===== src/rtl/cpu_pkg.sv =====
// Shared CPU definitions: fetch FSM encoding, NOP word, reset PC,
// immediate-select encoding and the immediate extraction helper.
package cpu_pkg;

    typedef enum logic [1:0] {
        IDLE = 2'd0,
        WAIT = 2'd1,
        DROP = 2'd2
    } fetch_state_t;

    localparam logic [31:0] NOP_INST         = 32'h0000_0013;
    localparam logic [31:0] DEFAULT_RESET_PC = 32'h0000_0000;

    typedef enum logic [2:0] {
        IMM_I = 3'd0,
        IMM_S = 3'd1,
        IMM_B = 3'd2,
        IMM_U = 3'd3,
        IMM_J = 3'd4
    } imm_sel_t;

    // Operand is inst[31:7]; bit numbering kept so slices read
    // like the ISA manual.
    function automatic logic [31:0] imm_gen(
        input imm_sel_t    sel,
        input logic [31:7] i
    );
        logic [31:0] imm;
        imm = 32'h0;
        unique case (sel)
            IMM_I: imm = {{20{i[31]}}, i[31:20]};
            IMM_S: imm = {{20{i[31]}}, i[31:25], i[11:7]};
            IMM_B: imm = {{19{i[31]}}, i[31], i[7],
                          i[30:25], i[11:8], 1'b0};
            IMM_U: imm = {i[31:12], 12'h000};
            IMM_J: imm = {{11{i[31]}}, i[31], i[19:12],
                          i[20], i[30:21], 1'b0};
            default: imm = 32'h0;
        endcase
        return imm;
    endfunction

endpackage


===== src/rtl/pc_reg.sv =====
// Program counter register: redirect load has priority over increment.
// Ports: clk, rst_n, load/load_pc (aligned target), inc, pc.
module pc_reg import cpu_pkg::*; #(
    parameter logic [31:0] RESET_PC = DEFAULT_RESET_PC,
    parameter int unsigned PC_STEP  = 4
) (
    input  logic        clk,
    input  logic        rst_n,
    input  logic        load,
    input  logic [31:0] load_pc,
    input  logic        inc,
    output logic [31:0] pc
);

    always_ff @(posedge clk or negedge rst_n) begin
        if (!rst_n) begin
            pc <= RESET_PC;
        end else if (load) begin
            pc <= load_pc;
        end else if (inc) begin
            pc <= pc + 32'(PC_STEP);
        end
    end

endmodule


===== src/rtl/fetch_unit.sv =====
// Instruction fetch: one-outstanding-request FSM plus decode buffer.
// Ports: clk, rst_n, imem_req/addr/rvalid/rdata, redirect_valid/pc,
// if_valid/inst/pc to decode, id_ready from decode.
module fetch_unit import cpu_pkg::*; #(
    parameter logic [31:0] RESET_PC = DEFAULT_RESET_PC,
    parameter int unsigned PC_STEP  = 4
) (
    input  logic        clk,
    input  logic        rst_n,
    output logic        imem_req,
    output logic [31:0] imem_addr,
    input  logic        imem_rvalid,
    input  logic [31:0] imem_rdata,
    input  logic        redirect_valid,
    input  logic [31:0] redirect_pc,
    output logic        if_valid,
    output logic [31:0] if_inst,
    output logic [31:0] if_pc,
    input  logic        id_ready
);

    fetch_state_t state;
    logic [31:0]  pc;
    logic [31:0]  target;
    logic         consume;
    logic         buf_free;
    logic         take;

    assign target   = redirect_pc & 32'hFFFF_FFFC;
    assign consume  = if_valid && id_ready;
    assign buf_free = !if_valid || consume;
    // Accepted response: only in WAIT and not killed by a redirect.
    assign take     = (state == WAIT) && imem_rvalid && !redirect_valid;

    pc_reg #(
        .RESET_PC (RESET_PC),
        .PC_STEP  (PC_STEP)
    ) u_pc_reg (
        .clk     (clk),
        .rst_n   (rst_n),
        .load    (redirect_valid),
        .load_pc (target),
        .inc     (take),
        .pc      (pc)
    );

    always_ff @(posedge clk or negedge rst_n) begin
        if (!rst_n) begin
            state     <= IDLE;
            imem_req  <= 1'b0;
            imem_addr <= RESET_PC;
            if_valid  <= 1'b0;
            if_inst   <= NOP_INST;
            if_pc     <= RESET_PC;
        end else begin
            imem_req <= 1'b0;
            if (redirect_valid || consume) begin
                if_valid <= 1'b0;
            end
            unique case (state)
                IDLE: begin
                    if (!redirect_valid && buf_free) begin
                        imem_req  <= 1'b1;
                        imem_addr <= pc;
                        state     <= WAIT;
                    end
                end
                WAIT: begin
                    if (redirect_valid) begin
                        state <= imem_rvalid ? IDLE : DROP;
                    end else if (imem_rvalid) begin
                        if_inst  <= imem_rdata;
                        if_pc    <= pc;
                        if_valid <= 1'b1;
                        state    <= IDLE;
                    end
                end
                DROP: begin
                    if (imem_rvalid) begin
                        state <= IDLE;
                    end
                end
                default: state <= IDLE;
            endcase
        end
    end

endmodule


===== config.mk =====
export PLATFORM = sky130hd
export DESIGN_NAME = fetch_unit
export DESIGN_NICKNAME = d
export VERILOG_FILES = /design/src/rtl/cpu_pkg.sv /design/src/rtl/pc_reg.sv /design/src/rtl/fetch_unit.sv
export SDC_FILE = /design/constraint.sdc
export NUM_CORES = 1
export LEC_CHECK = 0
export ABC_AREA = 1
export BUFFER_PORTS_ARGS = -buffer_cell sky130_fd_sc_hd__clkbuf_2
export CORE_MARGIN = 4
export CORE_UTILIZATION = 38
export CTS_CLUSTER_DIAMETER = 200
export DETAILED_ROUTE_END_ITERATION = 16
export GPL_TIMING_DRIVEN = 1
export SYNTH_ARGS = -nofsm -noshare
export SYNTH_HDL_FRONTEND = slang
export SYNTH_HIERARCHICAL = 1
export SYNTH_SLANG_ARGS = --single-unit

===== constraint.sdc =====
create_clock -name clk -period 2.25 [get_ports clk]
set_clock_uncertainty 0.2 [all_clocks]
set_input_delay 0.225 -clock clk [delete_from_list [all_inputs] [get_ports clk]]
set_output_delay 0.225 -clock clk [all_outputs]
set_load 0.02 [all_outputs]

# Word level (Yosys, flattened, before mapping)
# Index checks and enable logic that the tools add are counted.
word_totals:
  regBits: 132
  input_bits: 69
  elab_cells: 37
op_classes:
  add_sub_neg: 1
  n_eq_ne: 3
  mux: 13
  n_bitwise: 1
  reduce_logical: 12
ops:
  columns: ["op", "count"]
  rows:
  - ["two-way mux 32 bit", 2]
  - ["adder 32 x 3 -> 32 bit (second input constant)", 1]
  - ["two-way mux 2 bit", 4]
  - ["two-way mux 1 bit", 6]
  - ["one-hot mux 2 bit (3 select lines)", 1]
  - ["logical AND 1 bit", 4]
  - ["AND reduction 3 bit", 1]
  - ["equality test 2 x 1 -> 1 bit (second input constant)", 1]
  - ["equality test 2 bit (second input constant)", 1]
  - ["zero test 1 bit", 2]
  - ["zero test 2 bit", 1]
  - ["logical OR 1 bit", 2]
  - ["!= test 2 bit (second input constant)", 1]
  - ["AND reduction 2 bit", 1]
  - ["nonzero test 2 bit", 1]
  - ["inverter 1 bit", 1]

# Longest topological paths before layout
logic_depth:
  ltp_word: 6
  depth_mapped: 11
  ltp_nobuf: 9

# Modules after synthesis
# Netlist, hierarchy kept.
by_module_without_submodules:
  columns: ["module", "instances", "cells_each", "area_each_um2", "seq_area_each_um2"]
  rows:
  - ["fetch_unit", 1, 440, 3993.8, 2506.2]
  - ["pc_reg", 1, 315, 2159.6, 800.8]

# Least setup slack after synthesis
# Ideal clock, no wire load.
synth_path:
  path_type: "reg-to-reg"
  start: "register state[0]"
  end: "register u_pc_reg.pc[4]"
  arrival_ns: 1.519
  required_ns: 1.963
  path_slack_ns: 0.444
  stages_incl_launch_ff: 11
  n_path_buf: 3
  path_cell_list: "dfrtp_1 > inv_2 > nor2_2 > nand2_1 > buf_2 > buf_4 > inv_2 > nor2_2 > buf_2 > nand2_1 > o211ai_1"
synth_via:
  elab_chain_len: 4
synth_rtl:
  columns: ["item", "line", "text"]
  rows:
  - ["start, declared", "fetch_unit.sv:22", "fetch_state_t state;"]
  - ["start signal, assigned", "fetch_unit.sv:70", "state <= imem_rvalid ? IDLE : DROP;"]
  - ["equality test 2 x 1 -> 1 bit", "fetch_unit.sv:33", "assign take = (state == WAIT) && imem_rvalid && !redirect_valid;"]
  - ["logical AND 1 bit (2 in series)", "fetch_unit.sv:33", null]
  - ["named net take", "fetch_unit.sv:27", "logic take;"]
  - ["nonzero test 2 bit (no line)", null, null]
  - ["end signal, assigned", "pc_reg.sv:19", "pc <= load_pc;"]
  - ["end signal, assigned", "pc_reg.sv:21", "pc <= pc + 32'(PC_STEP);"]
  - ["end, declared", "pc_reg.sv:12", "output logic [31:0] pc"]
# The timed path passes the listed nets, and every way through them passes these cells.
# A chain may end at the register's enable or synchronous reset.

# Final worst setup path
layout_path:
  start: "input redirect_valid"
  end: "register u_pc_reg.pc[18]"
layout_via:
  elab_chain_len: 3
  word_cells_on_any_way: 4
  classes_between: "mux (1); reduce/logical (3)"
layout_rtl:
  columns: ["item", "line", "text"]
  rows:
  - ["start, declared", "fetch_unit.sv:14", "input logic redirect_valid,"]
  - ["zero test 1 bit", "fetch_unit.sv:33", null]
  - ["logical AND 1 bit", "fetch_unit.sv:33", null]
  - ["nonzero test 2 bit (no line)", null, null]
# Parallel ways exist; a longest one is shown, timed or not.

==> flow_summary.json <==
{
  "status": "finished clean",
  "htreeDepth": 4,
  "post_cts_buffers": 0,
  "syn_to_final_growth_pct": 38.2,
  "arrival_ps": 2200,
  "nets": 1050,
  "synth_area_leaders": "dfrtp_1 (52%), nand2_1 (19%), nand3_1 (8.5%)",
  "vias": 5923,
  "setup_viol": 0,
  "start_kind": "input port",
  "synthTopCellsByCount": "nand2_1 (311), dfrtp_1 (129), nand3_1 (105)",
  "report.final.slew_viol_count": 0,
  "internal_power_mw": 6.34,
  "maxCapViolCount": 0,
  "hold_viol": 0,
  "comb_power_share": 0.331,
  "io_pins": 167,
  "syn_area_um2": 6150,
  "antenna_found_initial": 0,
  "crit_chain": "dlygate4sd3_1 -> clkbuf_2 -> buf_4 -> inv_2 -> nand2_1 -> inv_1 -> buf_4 -> nand3_1 -> nand3_1",
  "switching_share": 0.379,
  "start_util": 0.387,
  "synth_edf_count": 0,
  "totalNegativeSetupSlack_ps": 0,
  "rows": 46,
  "power-per-cell-area_nw_per_um2": 1200,
  "routed_wl_mm": 18.7,
  "cts.reportedPaths.clkPinSlew_ps": 60,
  "cts-root-buf": "clkbuf_16",
  "period_needed_ps": 2050,
  "numPortBuffers": 164,
  "crit_path_start": "redirect_valid",
  "synth.avg_cell_area_um2": 8.15,
  "yosysUniqueCellTypes": 30,
  "ys.flop_type": "dfrtp_1",
  "fin_ws_ps": 201,
  "critPathRequiredTime_ps": 2400,
  "worst-setup-path-type": "input port to flip-flop",
  "leakage_nw": 4.45,
  "grt_max_degree": 66,
  "grt_pass1_vias": 5885,
  "max-slew-margin-rel": 0.487,
  "clk_latency_ps": 420,
  "peakVddDrop_v": 0.000595,
  "grt_pass1_wl_mm": 30.2,
  "synth_top_area_share": 0.525,
  "viasPerCell": 4.90,
  "fmax_mhz": 488,
  "drive_gt1_frac": 0.244,
  "grt-ovfl-total": 0,
  "cts_tree": "built",
  "async_flop_share": 1.00,
  "track_usage": 0.207,
  "path_max_fanout": 12,
  "drt_first_pass_iters": 5,
  "ys.warnings.count": 6,
  "dp_slack_ps": 302,
  "cts_resized": 0,
  "p_clk_frac": 0.293,
  "antenna_left": 0,
  "die_h_um": 135,
  "fin_crit_sh": 0.911,
  "rrSetupSlack_ps": 360,
  "rsz0062_at_grt": "no",
  "hp-class": "input port to asynchronous set/reset pin",
  "core-area_um2": 15900,
  "ys_ff_latch": 132,
  "die_area_um2": 18300,
  "cts.sinks": 132,
  "drc": 0,
  "sequentialPowerShare": 0.375,
  "yosysMostFrequentCell": "nand2_1",
  "synth_seq_area_share": 0.537,
  "cts_buffers": 17,
  "holdBufCountCts": 65,
  "worst_slew_pin_slew_ps": 769,
  "end_kind": "flip-flop",
  "wl_per_cell_um": 15.5,
  "critPathMaxStageDelay_ps": 530,
  "clk_path_buf_depth": 2,
  "critical-path-slowest-cell": "dlygate4sd3_1",
  "synth_top_area_cell": "dfrtp_1",
  "hold-worst-slack_ps": 158,
  "rr_startpoint": "state[1]$_DFFE_PN0P_",
  "hpwl_mm": 11.9,
  "gp_congestion": 0.867,
  "drt_iter0_drc": 315,
  "diodes": 0,
  "p_switching_mw": 3.87,
  "syn-instance-count": 755,
  "fp.dieW_um": 135
}
-- through the flow --
step | cells | util | instance area [um2] | power, mW
detailed placement | 1112 | 0.454 | 7210 | 7.18
CTS | 1209 | 0.535 | 8500 | 10.3
global route | 1209 | 0.535 | 8500 | 10.8
floorplan | 756 | - | 6160 | 5.84
global placement | 1112 | 0.454 | 7210 | 7.14
finish | 1209 | 0.535 | 8500 | 10.2
-- layout make-up --
type                       count  area, um2
fill                        1538       7380
sequential                   132       3310
multi-input combinational    551       2540
timing repair buffer         246       1630
clock buffer                  24        492
tap                          216        270
clock inverter                 8        146
inverter                      32        120
-- power by group through the flow --
stage | logic (mW) | registers [mW] | clock network [mW]
2_1_floorplan | 1.05 | 4.79 | 0
3_5_place_dp | 3.32 | 3.86 | 0
3_3_place_gp | 3.29 | 3.84 | 0
5_1_grt | 3.71 | 3.95 | 3.16
6_report | 3.38 | 3.83 | 3.00
4_1_cts | 3.41 | 3.83 | 3.05
-- worst max-delay path, delay by kind of cell --
kind	cells	cell delay, ps
buffers and inverters	6	1620
and+or+nand+nor	3	350
-- worst paths after layout --
check | end | depth (start not counted)
min in group clk | imem_req$_DFF_PN0_ | 5
min | if_inst[23]$_DFFE_PN0P_ | 2
min reg2reg | if_inst[0]$_DFFE_PN1P_ | 2
max reg2reg | u_pc_reg/pc[18]$_DFFE_PN0N_ | 8
max in group asynchronous | if_inst[1]$_DFFE_PN1P_ | 3
max | u_pc_reg/pc[18]$_DFFE_PN0N_ | 9
-- cell usage in the layout (no fill, tap or decap), drive strengths merged, types with 5 or more instances in the layout --
cell         synthesis  final
nand2              315    315
clkbuf              12    187
dfrtp              129    129
nand3              106    106
dlygate4sd3          0     65
nor2                45     45
nand4               32     32
inv                 32     32
a22oi               19     19
buf                 29     18
o21ai                8      8
xor2                 6      6
o21bai               5      5
-- cell families after synthesis --
logic type / synth area share
compound gates: 0.0415
xor+xnor: 0.00854
other cells: 0.000609
simple gates: 0.357
buf+inv: 0.0533
fa+ha+maj: 0.00203
flops: 0.537
-- layer usage --
layer | vias to the layer above | share of wire | wire (um) | GRT usage
li1 | 2912 | - | - | -
met1 | 2792 | 0.45 | 8440 | 0.271
met2 | 197 | 0.47 | 8800 | 0.339
met3 | 22 | 0.062 | 1170 | 0.0464
met4 | 0 | 0.016 | 303 | 0.0711
met5 | - | 0 | 0 | 0
No activity file was read; power rests on OpenSTA's default activity.
